===== src/rtl/click_if.sv =====
// Click-decoder handshake: debounced click pulses in, classified click events out.
interface click_if;
  logic       pulse_in;
  logic       evt;
  logic [1:0] clicks;
  logic       busy;

  modport master (output pulse_in, input evt, clicks, busy);
  modport slave  (input pulse_in, output evt, clicks, busy);
endinterface


===== src/rtl/click_decoder.sv =====
// Groups debounced click pulses into single/double/triple sequences and reports
// the count once the inter-click window expires or the maximum count is reached.
module click_decoder #(
  parameter int WINDOW_BITS = 22,
  parameter int MAX_CLICKS  = 3
) (
  input  logic   clk,
  input  logic   rst,
  click_if.slave bus
);

  typedef enum logic [1:0] {IDLE, COUNT, EMIT} state_t;

  localparam logic [1:0]             MAX_CNT = 2'(MAX_CLICKS);
  localparam logic [WINDOW_BITS-1:0] TERM    = '1;

  // Declaration initialisers give power-up values identical to the reset values.
  state_t                 state  = IDLE;
  logic [1:0]             cnt    = 2'd0;
  logic [WINDOW_BITS-1:0] timer  = '0;
  logic                   evt_q  = 1'b0;
  logic [1:0]             clicks_q = 2'd0;
  logic                   busy_q = 1'b0;

  logic [1:0] cnt_inc;
  assign cnt_inc = cnt + 2'd1;

  always_ff @(posedge clk) begin
    if (rst) begin
      state    <= IDLE;
      cnt      <= 2'd0;
      timer    <= '0;
      evt_q    <= 1'b0;
      clicks_q <= 2'd0;
      busy_q   <= 1'b0;
    end else begin
      evt_q <= 1'b0;
      case (state)
        // EMIT behaves like IDLE on a fresh pulse, so back-to-back sequences lose nothing.
        IDLE, EMIT: begin
          if (bus.pulse_in) begin
            cnt    <= 2'd1;
            timer  <= '0;
            busy_q <= 1'b1;
            if (MAX_CNT == 2'd1) begin
              state    <= EMIT;
              evt_q    <= 1'b1;
              clicks_q <= 2'd1;
            end else begin
              state <= COUNT;
            end
          end else begin
            state  <= IDLE;
            busy_q <= 1'b0;
          end
        end
        // A pulse on the terminal timer cycle still counts and restarts the window.
        COUNT: begin
          if (bus.pulse_in) begin
            cnt   <= cnt_inc;
            timer <= '0;
            if (cnt_inc == MAX_CNT) begin
              state    <= EMIT;
              evt_q    <= 1'b1;
              clicks_q <= cnt_inc;
            end
          end else if (timer != TERM) begin
            timer <= timer + 1'b1;
          end else begin
            state    <= EMIT;
            evt_q    <= 1'b1;
            clicks_q <= cnt;
          end
        end
        default: begin
          state  <= IDLE;
          busy_q <= 1'b0;
        end
      endcase
    end
  end

  assign bus.evt    = evt_q;
  assign bus.clicks = clicks_q;
  assign bus.busy   = busy_q;

endmodule

===== src/flat_wrapper.sv =====
// flat-port wrapper written by rule: the top's interface ports become plain ports
module click_decoder_flat 
#(
  parameter int WINDOW_BITS = 22,
  parameter int MAX_CLICKS  = 3
)
  (clk, rst, bus_pulse_in, bus_evt, bus_clicks, bus_busy);
  click_if bus_i ();
  input  logic clk;
  input  logic rst;
  input wire logic [$bits(bus_i.pulse_in)-1:0] bus_pulse_in;
  output wire logic [$bits(bus_i.evt)-1:0] bus_evt;
  output wire logic [$bits(bus_i.clicks)-1:0] bus_clicks;
  output wire logic [$bits(bus_i.busy)-1:0] bus_busy;
  assign bus_i.pulse_in = bus_pulse_in;
  assign bus_evt = bus_i.evt;
  assign bus_clicks = bus_i.clicks;
  assign bus_busy = bus_i.busy;
  click_decoder #(.WINDOW_BITS(WINDOW_BITS), .MAX_CLICKS(MAX_CLICKS)) u_core (.clk(clk), .rst(rst), .bus(bus_i));
endmodule

===== config.mk =====
export PLATFORM = sky130hd
export DESIGN_NAME = click_decoder_flat
export DESIGN_NICKNAME = d
export VERILOG_FILES = /design/src/rtl/click_if.sv /design/src/rtl/click_decoder.sv /design/src/flat_wrapper.sv
export SDC_FILE = /design/constraint.sdc
export NUM_CORES = 1
export LEC_CHECK = 0
export CELL_PAD_IN_SITES_DETAIL_PLACEMENT = 1
export CELL_PAD_IN_SITES_GLOBAL_PLACEMENT = 2
export CORE_MARGIN = 1
export CORE_UTILIZATION = 25
export CTS_BUF_LIST = sky130_fd_sc_hd__clkbuf_2
export DETAILED_ROUTE_END_ITERATION = 10
export MAX_ROUTING_LAYER = met4
export PLACE_DENSITY_LB_ADDON = 0.05
export RECOVER_POWER = 50
export SYNTH_ARGS = -nofsm -noshare
export SYNTH_HDL_FRONTEND = slang
export SYNTH_SLANG_ARGS = --single-unit

===== constraint.sdc =====
create_clock -name clk -period 2 [get_ports clk]
set_input_delay 0.2 -clock clk [delete_from_list [all_inputs] [get_ports clk]]
set_output_delay 0.2 -clock clk [all_outputs]
set_load 0.1 [all_outputs]

==> metrics.log, run 1 <==
INFO  metric initialDrtViolationCount = 96
INFO  metric post-place-ws = about 0.054 ns
INFO  metric critPathRequiredTime = 2.31 ns
INFO  metric place_inst = 296
INFO  metric vias_per_cell = 5.27
INFO  metric port-buffer-count = 6
INFO  metric drt_first_pass_iters = 4
INFO  metric worst_slack = 0.148 ns
INFO  metric vias = roughly 1600
INFO  metric synth.top_cells.by_area = sky130_fd_sc_hd__dfxtp_1 38%, sky130_fd_sc_hd__a21oi_1 5.6%, sky130_fd_sc_hd__nand3_1 5.3%
INFO  metric core.rowCount = 28
INFO  metric post_synth_num_cell_types = 50
INFO  metric grt_start_max_net_pins = 21
INFO  metric fmax = 540 MHz
INFO  metric finalCritPeriodShare = 0.926
INFO  metric status = completed
INFO  metric clock_path_buffers = 2
INFO  metric syn_nets = between 150 and 200
INFO  metric cap_violations = 0
INFO  metric clock_skew_after_layout = 0.00736 ns
INFO  metric critical_path.cell_chain = nand4_1 > nor4_4 > buf_4 > nand4_1 > or3_1 > nand3_1
INFO  metric overall_overflow_remaining_after_global_route = 0
INFO  metric grt_first_pass_wirelength = 8.51 mm
INFO  metric grt_pass1_vias = 1653
INFO  metric power.ir.vdd_worst = 0.000174 V
INFO  metric finalHoldViolations = 0
INFO  metric critPathCapture = u_core.timer[20]
INFO  metric die_area = between 0.006 and 0.007 mm2
INFO  metric cp_data_arrival_time = roughly 2.2 ns
INFO  metric htree_levels = 2
INFO  metric pwr-share-seq = 0.582
INFO  metric rsz0062_at_grt = true
INFO  metric shortest_clock_period_the_worst_path_allows_after_layout = 1.85 ns
INFO  metric sequential_element_share_of_the_synthesized_area = 0.376
INFO  metric diodes = 0
INFO  metric critPathTopFamily = simple AND/OR/NAND/NOR gates
INFO  metric r2r-end = u_core.timer[20]
INFO  metric cpMostUsedCell = sky130_fd_sc_hd__nand4_1
INFO  metric r2r_cells = 6
INFO  metric clock_power_share = 0.293
INFO  metric layout_utilization = 0.320
INFO  metric yosys.area.top_type = sky130_fd_sc_hd__dfxtp_1
INFO  metric cts_root_buf = sky130_fd_sc_hd__clkbuf_2
INFO  metric max_slew_margin = 0.641
INFO  metric initial_core_util = 0.264
INFO  metric setup_crit_end_kind = flip-flop
INFO  metric power.internal = 0.743 mW
INFO  metric final_cells = 303
INFO  metric design.core.area = roughly 0.006 mm2
INFO  metric dominantRegCellSynth = sky130_fd_sc_hd__dfxtp_1
INFO  metric timing.critical_path.slowest_stage_cell = sky130_fd_sc_hd__nor4_4
INFO  metric tritoncts = built
INFO  metric ys.warnings.count = 0
INFO  metric p_leak = between 0.7 and 0.8 nW
INFO  metric die_h = 82.0 um
INFO  metric worst_setup_path_startpoint = u_core.timer[13]
INFO  metric post-cts-setup-buffers = 0
INFO  metric synth_largest_type_area_fraction = 0.376
INFO  metric hpwl = 3.64 mm
INFO  metric totalWireLength = between 4 and 5 mm
INFO  metric worst_hold_margin = 0.472 ns
INFO  metric die_w = 82.0 um
INFO  metric finalSetupViolations = 0
INFO  metric groute.usage.overall = 0.175
INFO  metric critical_path_depth = 6
INFO  metric globalplace.congestion = around 0.80
INFO  metric reg2reg_setup_slack = between 0.1 and 0.15 ns
INFO  metric synth_edf_count = 0
INFO  metric crit_path_max_incr_delay = between 0.4 and 0.5 ns
INFO  metric post_route_cells_drive_above_1_share = 0.241
INFO  metric total_power = 1.05 mW
INFO  metric finalSetupTns = 0 ns
INFO  metric antenna_found_initial = 0
INFO  metric yosys_register_bits = 30
INFO  metric finalMaxSlewViolations = 0
INFO  metric cts_made_buffers = 5
INFO  metric layout-area-overhead-vs-synth = 21.3%
INFO  metric cp-start-kind = flip-flop
INFO  metric worst-path-buf-inv = 1
INFO  metric worstReg2RegStart = u_core.timer[13]
INFO  metric synth_async_sr_flop_share = 0
INFO  metric p_switching = a little over 0.3 mW
INFO  metric drc = 0
INFO  metric final_nets = 233
INFO  metric clock_sinks = 30
INFO  metric worst-path-max-fanout = 5
INFO  metric worstMarginPinSlew = 0.541 ns
INFO  metric netlist_area = 0.00160 mm2
INFO  metric hold_path_depth = 2
INFO  metric postSynthCellCount = between 150 and 200
INFO  metric worst_setup_hold_path_clk_slew = 0.16 ns
INFO  metric placed_cell_area = 0.00192 mm2
INFO  metric power_frac_comb = 0.125
INFO  metric criticalPathCategory = reg -> reg
INFO  metric power-per-cell-area = 541 mW/mm2
INFO  metric postLayoutCellArea = 0.00194 mm2
INFO  metric synth.avg_cell_area = 8.33 um2
INFO  metric sw_frac_of_total = 0.292
INFO  metric hp-class = reg -> reg
INFO  metric clock_latency = between 0.3 and 0.4 ns
INFO  metric io-pin-count = 7
INFO  metric ant_nets = 0
INFO  metric detail_route.wl_per_cell = 16.2 um
==> power groups by stage <==
stage               Clock (mW)  Sequential [mW]  Combinational (mW)
floorplan                    0            0.634              0.0748
global placement             0            0.623               0.132
detailed placement           0            0.624               0.134
CTS                      0.334            0.612               0.134
global route             0.365            0.613               0.143
finish                   0.307            0.611               0.131
==> sequential cells by signal, indices dropped and copies added, names as in the netlist <==
name,flops
u_core.state,2
u_core.bus.busy,1
u_core.bus.evt,1
u_core.cnt,2
u_core.bus.clicks,2
u_core.timer,22
==> worst register-to-register path, cell delays in order, from the launching register on <==
cell and delay [ns]:
sky130_fd_sc_hd__dfxtp_1 0.40, sky130_fd_sc_hd__nand4_1 0.23, sky130_fd_sc_hd__nor4_4 0.44, sky130_fd_sc_hd__buf_4 0.21
sky130_fd_sc_hd__nand4_1 0.11, sky130_fd_sc_hd__or3_1 0.33, sky130_fd_sc_hd__nand3_1 0.09
==> metal layers <==
layer,share of wire,vias up,track usage
met5,0,-,-
met4,0.012,0,0.0474
met3,0.020,5,0.0367
met2,0.48,14,0.279
met1,0.49,778,0.222
li1,-,800,-
==> cell families (layout without fill, tap and decap cells) <==
kind of cell,after synthesis,after routing,share of synthesized area
AO/OA/AOI/OAI,56,56,0.227
AND/OR/NAND/NOR,88,88,0.323
flip-flops,30,30,0.376
XOR/XNOR,1,1,0.00548
buffers and inverters,14,50,0.0469
adder cells (fa/ha/maj),2,2,0.0156
multiplexers,1,1,0.00626
==> what timing repair did <==
action                     4_1_cts  5_1_grt
resized for setup                0        3
hold buffers                     0        0
setup endpoints to repair        0       11
==> layout make-up <==
cell class | count | area, um2
Clock buffer | 7 | 35.0
Timing Repair Buffer | 37 | 265
Fill cell | 746 | 4120
Tap cell | 75 | 93.8
Sequential cell | 30 | 603
Inverter | 6 | 22.5
Multi-Input combinational cell | 148 | 920
==> worst min path at each step <==
stage | start | endpoint
final | u_core.bus.busy | u_core.bus.busy
after global routing | u_core.bus.busy | u_core.bus.busy
after CTS | u_core.bus.busy | u_core.bus.busy
after detailed placement | u_core.bus.busy | u_core.bus.busy
after global placement | u_core.bus.busy | u_core.bus.busy
after floorplan | u_core.timer[14] | u_core.timer[14]
==> layout by cell type (no fill, tap or decap), types with 3 or more instances in the layout <==
cell	instances
sky130_fd_sc_hd__inv_1	6
sky130_fd_sc_hd__nand4_1	7
sky130_fd_sc_hd__nor3_1	4
sky130_fd_sc_hd__o211ai_1	3
sky130_fd_sc_hd__or3_1	6
sky130_fd_sc_hd__nand3_1	17
sky130_fd_sc_hd__a31oi_1	9
sky130_fd_sc_hd__nand2_1	18
sky130_fd_sc_hd__a21oi_1	18
sky130_fd_sc_hd__buf_4	29
sky130_fd_sc_hd__clkbuf_2	11
sky130_fd_sc_hd__o41ai_1	3
sky130_fd_sc_hd__o21ai_0	9
sky130_fd_sc_hd__dfxtp_1	28
sky130_fd_sc_hd__o32ai_1	3
sky130_fd_sc_hd__and3_1	3
sky130_fd_sc_hd__nor2_1	11
sky130_fd_sc_hd__nand2b_1	3
==> cell usage after synthesis (all sizes together), types with 3 or more instances <==
cell type	n
o41ai	3
nor4	3
buf	6
nor3	5
a21oi	18
or3	7
nand3	18
o21ai	9
o32ai	3
and3	4
nand2	19
inv	6
a31oi	9
o211ai	3
dfxtp	30
nor2	11
nand2b	4
nand4	7
(Power assumes the default switching activity.)
==> inputs of run 2 (changes only) <==
Settings changed: CTS_BUF_LIST sky130_fd_sc_hd__clkbuf_2 to sky130_fd_sc_hd__clkbuf_4 sky130_fd_sc_hd__clkbuf_8.
==> run 2 against run 1 <==
Effect of this change:
- final cell count unchanged
- cell area grew 2.4%
- critical path depth did not move
- combinational power about the same
- power up 18%
- global-route usage barely moved
- die area unchanged
- flip-flop and latch count unchanged
- count of clock-buffer cells in the layout did not move
- sequential power about the same
- largest power group unchanged
==> metrics.log, run 2 (same netlist as run 1, synthesis figures left out) <==
INFO  metric critPathRequiredTime = 2.22 ns (was 2.31 ns)
INFO  metric setup_crit_end_kind = flip-flop (unchanged)
INFO  metric grt_first_pass_wirelength = 8.47 mm (was 8.51 mm)
INFO  metric crit_path_max_incr_delay = 0.44 ns (was 0.43 ns)
INFO  metric worst-path-buf-inv = 1 (unchanged)
INFO  metric post_route_cells_drive_above_1_share = 0.228 (was 0.241)
INFO  metric multiInputGateArea = 925 um2 (was 920 um2)
INFO  metric p_switching = 0.321 mW (was 0.306 mW)
INFO  metric cts_made_buffers = 5 (unchanged)
INFO  metric number_of_flip_flops_in_the_largest_register = 22 (unchanged)
INFO  metric criticalPathCategory = reg -> reg (unchanged)
INFO  metric sw_frac_of_total = 0.259 (was 0.292)
INFO  metric tritoncts = built (unchanged)
INFO  metric initialDrtViolationCount = 71 (was 96)
INFO  metric final_nets = 233 (unchanged)
INFO  metric vias = 1581 (was 1597)
INFO  metric most_frequent_cells_in_the_layout = 28 x sky130_fd_sc_hd__buf_4, 28 x sky130_fd_sc_hd__dfxtp_1, 18 x sky130_fd_sc_hd__a21oi_1, 18 x sky130_fd_sc_hd__nand2_1, 17 x sky130_fd_sc_hd__nand3_1 (was 29 x sky130_fd_sc_hd__buf_4, 28 x sky130_fd_sc_hd__dfxtp_1, 18 x sky130_fd_sc_hd__a21oi_1, 18 x sky130_fd_sc_hd__nand2_1, 17 x sky130_fd_sc_hd__nand3_1)
INFO  metric initial_core_util = 0.264 (unchanged)
INFO  metric io-pin-count = 7 (unchanged)
INFO  metric totalWireLength = 4.86 mm (was 4.90 mm)
INFO  metric groute.usage.overall = 0.174 (was 0.175)
INFO  metric worst_hold_margin = 0.461 ns (was 0.472 ns)
INFO  metric layout_utilization = 0.328 (was 0.320)
INFO  metric largest-register = u_core.timer (unchanged)
INFO  metric p_leak = 0.723 nW (was 0.718 nW)
INFO  metric clock_sinks = 30 (unchanged)
INFO  metric cts_root_buf = sky130_fd_sc_hd__clkbuf_8 (was sky130_fd_sc_hd__clkbuf_2)
INFO  metric drc = 0 (unchanged)
INFO  metric globalplace.congestion = 0.800 (unchanged)
INFO  metric power_frac_comb = 0.104 (was 0.125)
INFO  metric clock_latency = 0.28 ns (was 0.36 ns)
INFO  metric finalSetupTns = 0 ns (unchanged)
INFO  metric postCtsHoldBufs = 0 (unchanged)
INFO  metric cpMostUsedCell = sky130_fd_sc_hd__nand4_1 (unchanged)
INFO  metric drt_first_pass_iters = 4 (unchanged)
INFO  metric detail_route.wl_per_cell = 16.0 um (was 16.2 um)
INFO  metric critical_path.cell_chain = nand4_1 > nor4_4 > buf_4 > nand4_1 > or3_1 > nand3_1 (unchanged)
INFO  metric fmax = 543 MHz (was 540 MHz)
INFO  metric cap_violations = 0 (unchanged)
INFO  metric clock_path_buffers = 2 (unchanged)
INFO  metric htree_levels = 2 (unchanged)
INFO  metric clock_power_share = 0.402 (was 0.293)
INFO  metric diodes = 0 (unchanged)
INFO  metric hpwl = 3.64 mm (unchanged)
INFO  metric worst_slack = 0.159 ns (was 0.148 ns)
INFO  metric die_w = 82.0 um (unchanged)
INFO  metric ant_nets = 0 (unchanged)
INFO  metric finalSetupViolations = 0 (unchanged)
INFO  metric critPathTopFamily = simple AND/OR/NAND/NOR gates (unchanged)
INFO  metric n_fill_cell = 745 (was 746)
INFO  metric die_area = 0.00672 mm2 (unchanged)
INFO  metric overall_overflow_remaining_after_global_route = 0 (unchanged)
INFO  metric vias_per_cell = 5.22 (was 5.27)
INFO  metric pwr-share-seq = 0.493 (was 0.582)
INFO  metric power.internal = 0.916 mW (was 0.743 mW)
INFO  metric grt_start_max_net_pins = 21 (unchanged)
INFO  metric port-buffer-count = 6 (unchanged)
INFO  metric antenna_found_initial = 0 (unchanged)
INFO  metric finalHoldViolations = 0 (unchanged)
INFO  metric status = completed (unchanged)
INFO  metric max_slew_margin = 0.226 (was 0.641)
INFO  metric worst_setup_hold_path_clk_slew = 0.06 ns (was 0.16 ns)
INFO  metric worst-path-max-fanout = 5 (unchanged)
INFO  metric worstMarginPinSlew = 1.17 ns (was 0.541 ns)
INFO  metric core.rowCount = 28 (unchanged)
INFO  metric shortest_clock_period_the_worst_path_allows_after_layout = 1.84 ns (was 1.85 ns)
INFO  metric timing.critical_path.slowest_stage_cell = sky130_fd_sc_hd__nor4_4 (unchanged)
INFO  metric total_power = 1.24 mW (was 1.05 mW)
INFO  metric finalCritPeriodShare = 0.920 (was 0.926)
INFO  metric finalMaxSlewViolations = 0 (unchanged)
INFO  metric hp-class = reg -> reg (unchanged)
INFO  metric rsz0062_at_grt = false (was true)
INFO  metric die_h = 82.0 um (unchanged)
INFO  metric clock_skew_after_layout = 0.00307 ns (was 0.00736 ns)
INFO  metric power-per-cell-area = 623 mW/mm2 (was 541 mW/mm2)
INFO  metric cp-start-kind = flip-flop (unchanged)
INFO  metric cp_data_arrival_time = 2.07 ns (was 2.16 ns)
INFO  metric post-place-ws = 0.0539 ns (unchanged)
INFO  metric design.core.area = 0.00606 mm2 (unchanged)
INFO  metric power.ir.vdd_worst = 0.000251 V (was 0.000174 V)
INFO  metric layout-area-overhead-vs-synth = 24.2% (was 21.3%)
INFO  metric layout.area.seq = 603 um2 (unchanged)
INFO  metric grt_pass1_vias = 1657 (was 1653)
==> run 2: changes by cell type in the layout (fill, tap and decap cells not counted) <==
cell	previous run	this run
sky130_fd_sc_hd__clkbuf_1	2	6
sky130_fd_sc_hd__nor3b_2	0	1
sky130_fd_sc_hd__nor3b_1	2	1
sky130_fd_sc_hd__clkbuf_8	0	5
sky130_fd_sc_hd__clkbuf_4	0	2
sky130_fd_sc_hd__clkbuf_2	11	1
sky130_fd_sc_hd__buf_4	29	28
==> run 2: what timing repair did <==
item	in CTS	in global routing
endpoints found under the setup margin	0	8
resized for setup	0	3
hold endpoints to repair	0	0
buffers inserted	0	0
==> run 2: area by class of cell <==
class,count,area share
sequential,30,0.304
timing repair buffer,37,0.130
inverter,6,0.0113
tap,75,0.0473
clock buffer,7,0.0422
multi-input combinational,148,0.466
==> run 2: worst register-to-register path, delay by kind of cell, from the launching register on <==
kind | cells | cell delay (ns)
buffers and inverters | 1 | 0.21
DFF | 1 | 0.37
and+or+nand+nor | 5 | 1.20
==> run 2: metrics by stage <==
stage	cells	instance area, um2
global route	303	1990
detailed placement	296	1920
global placement	296	1920
floorplan	192	1600
finish	303	1990
CTS	303	2010
==> run 2: final timing paths <==
kind | slack, ns | depth (start not counted) | end | from
hold reg to reg | 0.46 | 2 | u_core.bus.busy | u_core.bus.busy
setup reg to reg | 0.16 | 6 | u_core.timer[20] | u_core.timer[13]
setup / recovery | 0.16 | 6 | u_core.timer[20] | u_core.timer[13]
hold / removal | 0.46 | 2 | u_core.bus.busy | u_core.bus.busy
==> run 2: power by group through the flow <==
| stage | registers (mW) | clock network, mW | logic (mW) |
|---|---|---|---|
| 2_1_floorplan | 0.634 | 0 | 0.0748 |
| 3_3_place_gp | 0.623 | 0 | 0.132 |
| 3_5_place_dp | 0.624 | 0 | 0.134 |
| 4_1_cts | 0.610 | 0.523 | 0.135 |
| 5_1_grt | 0.611 | 0.550 | 0.142 |
| 6_report | 0.610 | 0.497 | 0.129 |
==> run 2: routing by layer <==
metal | part of all wire | up-vias | track usage | wire, um
met3 | 0.018 | 5 | 0.0367 | 89
li1 | - | 801 | - | -
met5 | 0 | - | - | 0
met2 | 0.49 | 10 | 0.280 | 2380
met1 | 0.48 | 765 | 0.219 | 2330
met4 | 0.011 | 0 | 0.0474 | 53
